File: config.mk
export PLATFORM = sky130hd
export DESIGN_NAME = mem_stage
export DESIGN_NICKNAME = d
export VERILOG_FILES = /design/src/rtl/riscv_pipe_pkg.sv /design/src/rtl/memwb_reg.sv /design/src/rtl/mem_stage.sv
export SDC_FILE = /design/constraint.sdc
export NUM_CORES = 1
export LEC_CHECK = 0
export CORE_AREA = 3 3 119 121
export CTS_CLUSTER_DIAMETER = 200
export DETAILED_ROUTE_END_ITERATION = 6
export DIE_AREA = 0 0 122 124
export PLACE_DENSITY = 0.72
export SLEW_MARGIN = 5
export SYNTH_ARGS = -nofsm -noshare
export SYNTH_HDL_FRONTEND = slang
export SYNTH_HIERARCHICAL = 1
export SYNTH_SLANG_ARGS = --single-unit
File: constraint.sdc
create_clock -name clk -period 6.5 [get_ports clk]
set_input_delay 0.975 -clock clk [delete_from_list [all_inputs] [get_ports clk]]
set_output_delay 0.975 -clock clk [all_outputs]
set_load 0.02 [all_outputs]
File: src/rtl/riscv_pipe_pkg.sv
// Shared RV32 pipeline definitions: datapath widths, MEM-stage FSM states and the
// MEM/WB bubble control word.
package riscv_pipe_pkg;

  localparam int unsigned XLEN   = 32;
  localparam int unsigned REG_AW = 5;

  typedef enum logic [0:0] {
    IDLE = 1'b0,
    BUSY = 1'b1
  } mem_state_t;

  typedef struct packed {
    logic memtoreg;
    logic regwrite;
  } wb_ctrl_t;

  // A bubble only needs its write-back controls cleared; data fields are held.
  localparam wb_ctrl_t WB_BUBBLE = '{memtoreg: 1'b0, regwrite: 1'b0};

endpackage

File: src/rtl/memwb_reg.sv
// MEM/WB pipeline register with asynchronous active-high reset and a bubble input
// that clears the write-back controls while holding the data fields.
module memwb_reg #(
  parameter int unsigned XLEN   = riscv_pipe_pkg::XLEN,
  parameter int unsigned REG_AW = riscv_pipe_pkg::REG_AW
) (
  input  logic              clk,
  input  logic              reset,
  input  logic              bubble,
  input  logic [XLEN-1:0]   alu_result_in,
  input  logic [XLEN-1:0]   rdata_in,
  input  logic [REG_AW-1:0] rd_in,
  input  logic              memtoreg_in,
  input  logic              regwrite_in,
  output logic [XLEN-1:0]   readdata_out,
  output logic [XLEN-1:0]   alu_result_out,
  output logic [REG_AW-1:0] rd_out,
  output logic              memtoreg_out,
  output logic              regwrite_out
);
  import riscv_pipe_pkg::*;

  logic [XLEN-1:0]   readdata_d, readdata_q;
  logic [XLEN-1:0]   alu_result_d, alu_result_q;
  logic [REG_AW-1:0] rd_d, rd_q;
  wb_ctrl_t          ctrl_d, ctrl_q;

  always_comb begin
    readdata_d   = readdata_q;
    alu_result_d = alu_result_q;
    rd_d         = rd_q;
    ctrl_d       = WB_BUBBLE;
    if (!bubble) begin
      alu_result_d = alu_result_in;
      rd_d         = rd_in;
      ctrl_d       = '{memtoreg: memtoreg_in, regwrite: regwrite_in};
      if (memtoreg_in) readdata_d = rdata_in;
    end
  end

  always_ff @(posedge clk or posedge reset) begin
    if (reset) begin
      readdata_q   <= '0;
      alu_result_q <= '0;
      rd_q         <= '0;
      ctrl_q       <= '0;
    end else begin
      readdata_q   <= readdata_d;
      alu_result_q <= alu_result_d;
      rd_q         <= rd_d;
      ctrl_q       <= ctrl_d;
    end
  end

  assign readdata_out   = readdata_q;
  assign alu_result_out = alu_result_q;
  assign rd_out         = rd_q;
  assign memtoreg_out   = ctrl_q.memtoreg;
  assign regwrite_out   = ctrl_q.regwrite;

endmodule

File: src/rtl/mem_stage.sv
// RV32 MEM stage: branch resolution, req/ack data-memory access with pipeline stall,
// and the MEM/WB register. Define MEM_STAGE_TIMEOUT_EN to abort accesses stuck in BUSY.
module mem_stage #(
  parameter int unsigned XLEN           = riscv_pipe_pkg::XLEN,
  parameter int unsigned REG_AW         = riscv_pipe_pkg::REG_AW
`ifdef MEM_STAGE_TIMEOUT_EN
  ,
  parameter int unsigned TIMEOUT_CYCLES = 64
`endif
) (
  input  logic              clk,
  input  logic              reset,
  input  logic [XLEN-1:0]   adder_in,
  input  logic              zero_in,
  input  logic [XLEN-1:0]   alu_result_in,
  input  logic [XLEN-1:0]   writedata_in,
  input  logic [REG_AW-1:0] rd_in,
  input  logic              branch_in,
  input  logic              memtoreg_in,
  input  logic              memwrite_in,
  input  logic              regwrite_in,
  output logic              dmem_req,
  output logic              dmem_we,
  output logic [XLEN-1:0]   dmem_addr,
  output logic [XLEN-1:0]   dmem_wdata,
  input  logic [XLEN-1:0]   dmem_rdata,
  input  logic              dmem_ack,
  output logic              stall,
  output logic              pcsrc,
  output logic [XLEN-1:0]   branch_target,
  output logic              flush,
  output logic [XLEN-1:0]   readdata_out,
  output logic [XLEN-1:0]   alu_result_out,
  output logic [REG_AW-1:0] rd_out,
  output logic              memtoreg_out,
  output logic              regwrite_out
`ifdef MEM_STAGE_TIMEOUT_EN
  ,
  output logic              dmem_err
`endif
);
  import riscv_pipe_pkg::*;

  logic       access;
  logic       wait_mem;
  logic       timeout;
  mem_state_t state_d, state_q;

  assign access     = memtoreg_in | memwrite_in;
  assign wait_mem   = access & ~dmem_ack;
  assign dmem_req   = access;
  assign dmem_we    = memwrite_in;
  assign dmem_addr  = alu_result_in;
  assign dmem_wdata = writedata_in;

  assign pcsrc         = branch_in & zero_in;
  assign branch_target = adder_in;
  assign flush         = pcsrc;

  // A timeout releases the pipeline but still bubbles MEM/WB.
  assign stall = wait_mem & ~timeout;

  always_comb begin
    state_d = state_q;
    unique case (state_q)
      IDLE:    if (wait_mem) state_d = BUSY;
      BUSY:    if (!access || dmem_ack || timeout) state_d = IDLE;
      default: state_d = IDLE;
    endcase
  end

  always_ff @(posedge clk or posedge reset) begin
    if (reset) state_q <= IDLE;
    else       state_q <= state_d;
  end

`ifdef MEM_STAGE_TIMEOUT_EN
  localparam int unsigned CntW = $clog2(TIMEOUT_CYCLES + 1);
  localparam logic [CntW-1:0] CntMax = CntW'(TIMEOUT_CYCLES);

  logic [CntW-1:0] cnt_d, cnt_q;
  logic            err_d, err_q;

  // Ack in the same cycle wins over the timeout.
  assign timeout = (state_q == BUSY) & wait_mem & (cnt_q == CntMax);

  always_comb begin
    cnt_d = '0;
    if (state_q == BUSY && state_d == BUSY) cnt_d = cnt_q + 1'b1;
    err_d = 1'b0;
  end

  always_ff @(posedge clk or posedge reset) begin
    if (reset) begin
      cnt_q <= '0;
      err_q <= 1'b0;
    end else begin
      cnt_q <= cnt_d;
      err_q <= err_d;
    end
  end

  // err_q stays 0 so reset clears the pulse; the pulse itself marks the timeout cycle.
  assign dmem_err = timeout | err_q;
`else
  assign timeout = 1'b0;
`endif

  memwb_reg #(
    .XLEN  (XLEN),
    .REG_AW(REG_AW)
  ) u_memwb_reg (
    .clk           (clk),
    .reset         (reset),
    .bubble        (wait_mem),
    .alu_result_in (alu_result_in),
    .rdata_in      (dmem_rdata),
    .rd_in         (rd_in),
    .memtoreg_in   (memtoreg_in),
    .regwrite_in   (regwrite_in),
    .readdata_out  (readdata_out),
    .alu_result_out(alu_result_out),
    .rd_out        (rd_out),
    .memtoreg_out  (memtoreg_out),
    .regwrite_out  (regwrite_out)
  );

endmodule

# Word-level counts from Yosys, hierarchy flattened
# Index checks and enable logic that the tools add are counted.
[totals] register_bits=71 out_inout_bits=172
[classes] mux=1 bitwise_logic=5 n_reduce_logical=1
[op_table] op="1-bit AND" count=2
[op_table] op="2-bit 2-to-1 mux" count=1
[op_table] op="1-bit NOT" count=2
[op_table] op="2-bit AND reduction" count=1
[op_table] op="1-bit OR" count=1

# Longest topological paths before layout
[logic_depth] word_depth=4 ltp_mapped=5

# Modules after synthesis
# The synthesis kept the hierarchy.
[modules_own_cells] module="memwb_reg" n_inst=1 cells_per_inst=151 area_each_um2=2747.6 seq_area_each_um2=1776.7
[modules_own_cells] module="mem_stage" n_inst=1 cells_per_inst=101 area_each_um2=758.2 seq_area_each_um2=0.0

# Worst setup path after synthesis
# Ideal clock, no wire load.
[synth_timing] path_kind="input to output" from="input port branch_in" to="output port pcsrc" arrival_time_ns=1.394 path_slack_ns=4.131 stages=2 cell_sequence="and2_1 > buf_4"
[synth_between] elab_chain_len=1
[synth_lines] item="start, declared" line="mem_stage.sv:18" rtl="input logic branch_in,"
[synth_lines] item="1-bit AND" line="mem_stage.sv:56" rtl="assign pcsrc = branch_in & zero_in;"
[synth_lines] item="end, declared" line="mem_stage.sv:29" rtl="output logic pcsrc,"
# No other way between the ends.

# Worst setup path after layout
[layout_timing] from="input port memwrite_in" to="output port stall"
[layout_between] elab_chain_len=2
[layout_lines] item="start, declared" line="mem_stage.sv:20" rtl="input logic memwrite_in,"
[layout_lines] item="1-bit OR" line="mem_stage.sv:49" rtl="assign access = memtoreg_in | memwrite_in;"
[layout_lines] item="1-bit AND" line="mem_stage.sv:50" rtl="assign wait_mem = access & ~dmem_ack;"
[layout_lines] item="end, declared" line="mem_stage.sv:28" rtl="output logic stall,"
# No other way between the ends.

==> results.toml <==
[status]
status = "finished, final reports clean"

[global_route]
top_usage_layer = "met2"
grt_overflow_total = 0
grtUsageMet2_pct = 16.3
grt_max_degree = 72
grt.met1_usage_pct = 10.3
grtUsageMet3_pct = 4.90
antenna_found_initial = 0
grt_pass1_vias = 2290
grt_pass1_wl_um = 11600
grtUsageTotal_pct = 10.1

[logic_synthesis]
synth_nets = 393
async_flop_share_pct = 100
postSynthAreaPerCell_um2 = 13.9
ys_seq_area_share_pct = 50.7
ys_warn_count = 6
netlist.area_leader.share_pct = 50.7
ys_ff_latch = 71
synth.largest_area_cell = "dfrtp_1"
synth_common_cells = "102 x buf_4, 71 x dfrtp_1, 40 x mux2_2"
dominantRegCellSynth = "dfrtp_1"
ys_types = 11
synth.area.top_cells = "dfrtp_1 51%, buf_4 22%, mux2_2 13%"
syn_area_um2 = 3510
yosysMostFrequentCell = "buf_4"
syn_inst = 252
synth_edf_count = 0

[floorplan]
ios = 313
rows = 42
start_util_pct = 26.6
coreArea_um2 = 13200
dieWidth_um = 122
die-height_um = 124
die_area_um2 = 15100

[timing]
setup_tns_ns = 0
fin_crit_sh_pct = 58.1
min_period_ns = 3.78
rsz0062_at_grt = "false"
worst_slack_ns = 2.72
hold_viol = 0
final-setup-viol-count = 0
skew_ns = 0
max_freq_mhz = 265
finalMaxSlewViolations = 0
max_slew.worst_pin.slew_ns = 0.892
slew_headroom_pct = 40.6

[route]
drc = 0
wl_per_cell_um = 15.1
antenna_left = 0
vias = 2096
drt-total-wl_um = 7940
avgViaCountPerCell = 3.99
first_iter_violations = 37
firstDrtPassIters = 3

[clock_network]
ctsHtreeMaxLevel = 3
cts.sinks = 71
cts_tree = "done"
clk_pin_slew_ns = 0.05
ctsResizeCount = 0
hold_buffers = 0
cts_setup_buffers = 0
cts_root_buf = "clkbuf_16"
clkLatencyLatePin_ns = 0.32
clock_path_buffers = 2
cts-buffers-inserted = 9

[power]
p_sw_uw = 367
internal-power_mw = 1.07
powerDensity_nw_per_um2 = 279
clockPowerShare_pct = 37.4
p_sw_share_pct = 25.6
max-vdd-ir-drop_mv = 0.118
leakage_nw = 2.12
p_comb_share_pct = 25.9
p_seq_share_pct = 36.7

[worst_setup_path]
end_kind = "primary output"
crit_arrival_ns = 2.80
critical_path.max_fanout = 40
timing.critical_path.from_type = "primary input"
worst_r2r_endpoint = "u_memwb_reg/readdata_out[20]"
timing.rr.start = "u_memwb_reg/readdata_out[20]"
rrSetupSlack_ns = 5.72
critPathKind = "primary input to primary output"
rr_worst_depth = 1
cp.required_ns = 5.52

[placement]
globalplace.congestion = 0.634
hpwl_um = 6100
port_buffers = 184
dpl_worst_slack_ns = 2.67

[min_path]
hp-class = "register to register"
holdCritStartpoint = "u_memwb_reg/alu_result_out[26]"
whs_path_depth = 1
whs_endpoint = "u_memwb_reg/alu_result_out[26]"

[finish]
finish.net_count = 485
area_growth_pct = 46.2
drive_gt1_share_pct = 26.1
final_util_pct = 38.9
fillCellCount = 1274
multi_input_area_um2 = 928
antennaDiodeCount = 0
regArea_um2 = 1780

[flow_run]
drv_cap = 0
-- per-layer routing --
metal / part of all wire [%] / vias up
met5: 0 / -
met4: 3.6 / 0
met3: 12 / 32
met2: 50 / 143
met1: 34 / 1000
li1: - / 921
-- final cells by class --
type / instances / share of cell area [%]
Timing Repair Buffer: 187 / 36.4
Sequential cell: 71 / 34.7
Multi-Input combinational cell: 74 / 18.1
Clock buffer: 11 / 4.93
Tap cell: 176 / 4.30
Clock inverter: 5 / 1.56
Inverter: 1 / 0.0732
-- critical path: stages --
cell,delay [ns]
clkdlybuf4s50_1,0.53
o21ba_2,0.16
buf_4,0.41
clkdlybuf4s50_1,0.70
-- worst max path at each step --
stage / start / cells past startpoint / endpoint / slack [ns]
6_report: memwrite_in / 4 / stall / 2.72
5_1_grt: memwrite_in / 4 / stall / 2.61
4_1_cts: memwrite_in / 4 / stall / 2.67
3_5_place_dp: memwrite_in / 4 / stall / 2.67
3_3_place_gp: memwrite_in / 4 / stall / 2.69
2_1_floorplan: reset / 1 / u_memwb_reg/alu_result_out[0] / 3.73
-- placed cells by master, fill, tap and decap left out --
master,n
clkdlybuf4s50_1,184
dfrtp_1,71
mux2_2,40
mux2_4,29
clkbuf_16,9
buf_4,3
bufinv_16,2
clkinvlp_4,2
clkbuf_8,2
or2_1,1
and2_1,1
o21ba_2,1
clkinv_2,1
nor2b_4,1
inv_2,1
nor2b_1,1
-- power by group through the flow --
| stage | Sequential [mW] | Clock, mW | Combinational [mW] |
|---|---|---|---|
| 3_3_place_gp | 0.531 | 0 | 0.370 |
| 6_report | 0.526 | 0.536 | 0.370 |
| 4_1_cts | 0.526 | 0.556 | 0.376 |
| 3_5_place_dp | 0.532 | 0 | 0.375 |
| 5_1_grt | 0.533 | 0.573 | 0.389 |
| 2_1_floorplan | 0.598 | 0 | 0.182 |
-- stage by stage --
stage / instance area, um2 / std cells / power, mW / hold slack [ns]
global placement: 4790 / 509 / 0.900 / 0.489
CTS: 5130 / 525 / 1.46 / 0.504
global route: 5130 / 525 / 1.50 / 0.520
detailed placement: 4790 / 509 / 0.907 / 0.492
finish: 5130 / 525 / 1.43 / 0.501
floorplan: 3510 / 252 / 0.779 / 0.635
-- sequential cells by signal, summed over array words and instances, names as in the netlist --
| name | cells |
|---|---|
| u_memwb_reg/readdata_out | 32 |
| u_memwb_reg/alu_result_out | 32 |
| u_memwb_reg/rd_out | 5 |
| u_memwb_reg/memtoreg_out | 1 |
| u_memwb_reg/regwrite_out | 1 |
-- logic make-up after synthesis --
group / count (synthesis) / share of synthesized area [%]
buffers and inverters: 107 / 23.1
DFF: 71 / 50.7
muxes: 69 / 25.3
and+or+nand+nor: 4 / 0.714
AOI/OAI and AO/OA: 1 / 0.286
No activity file was read; power rests on OpenSTA's default activity.
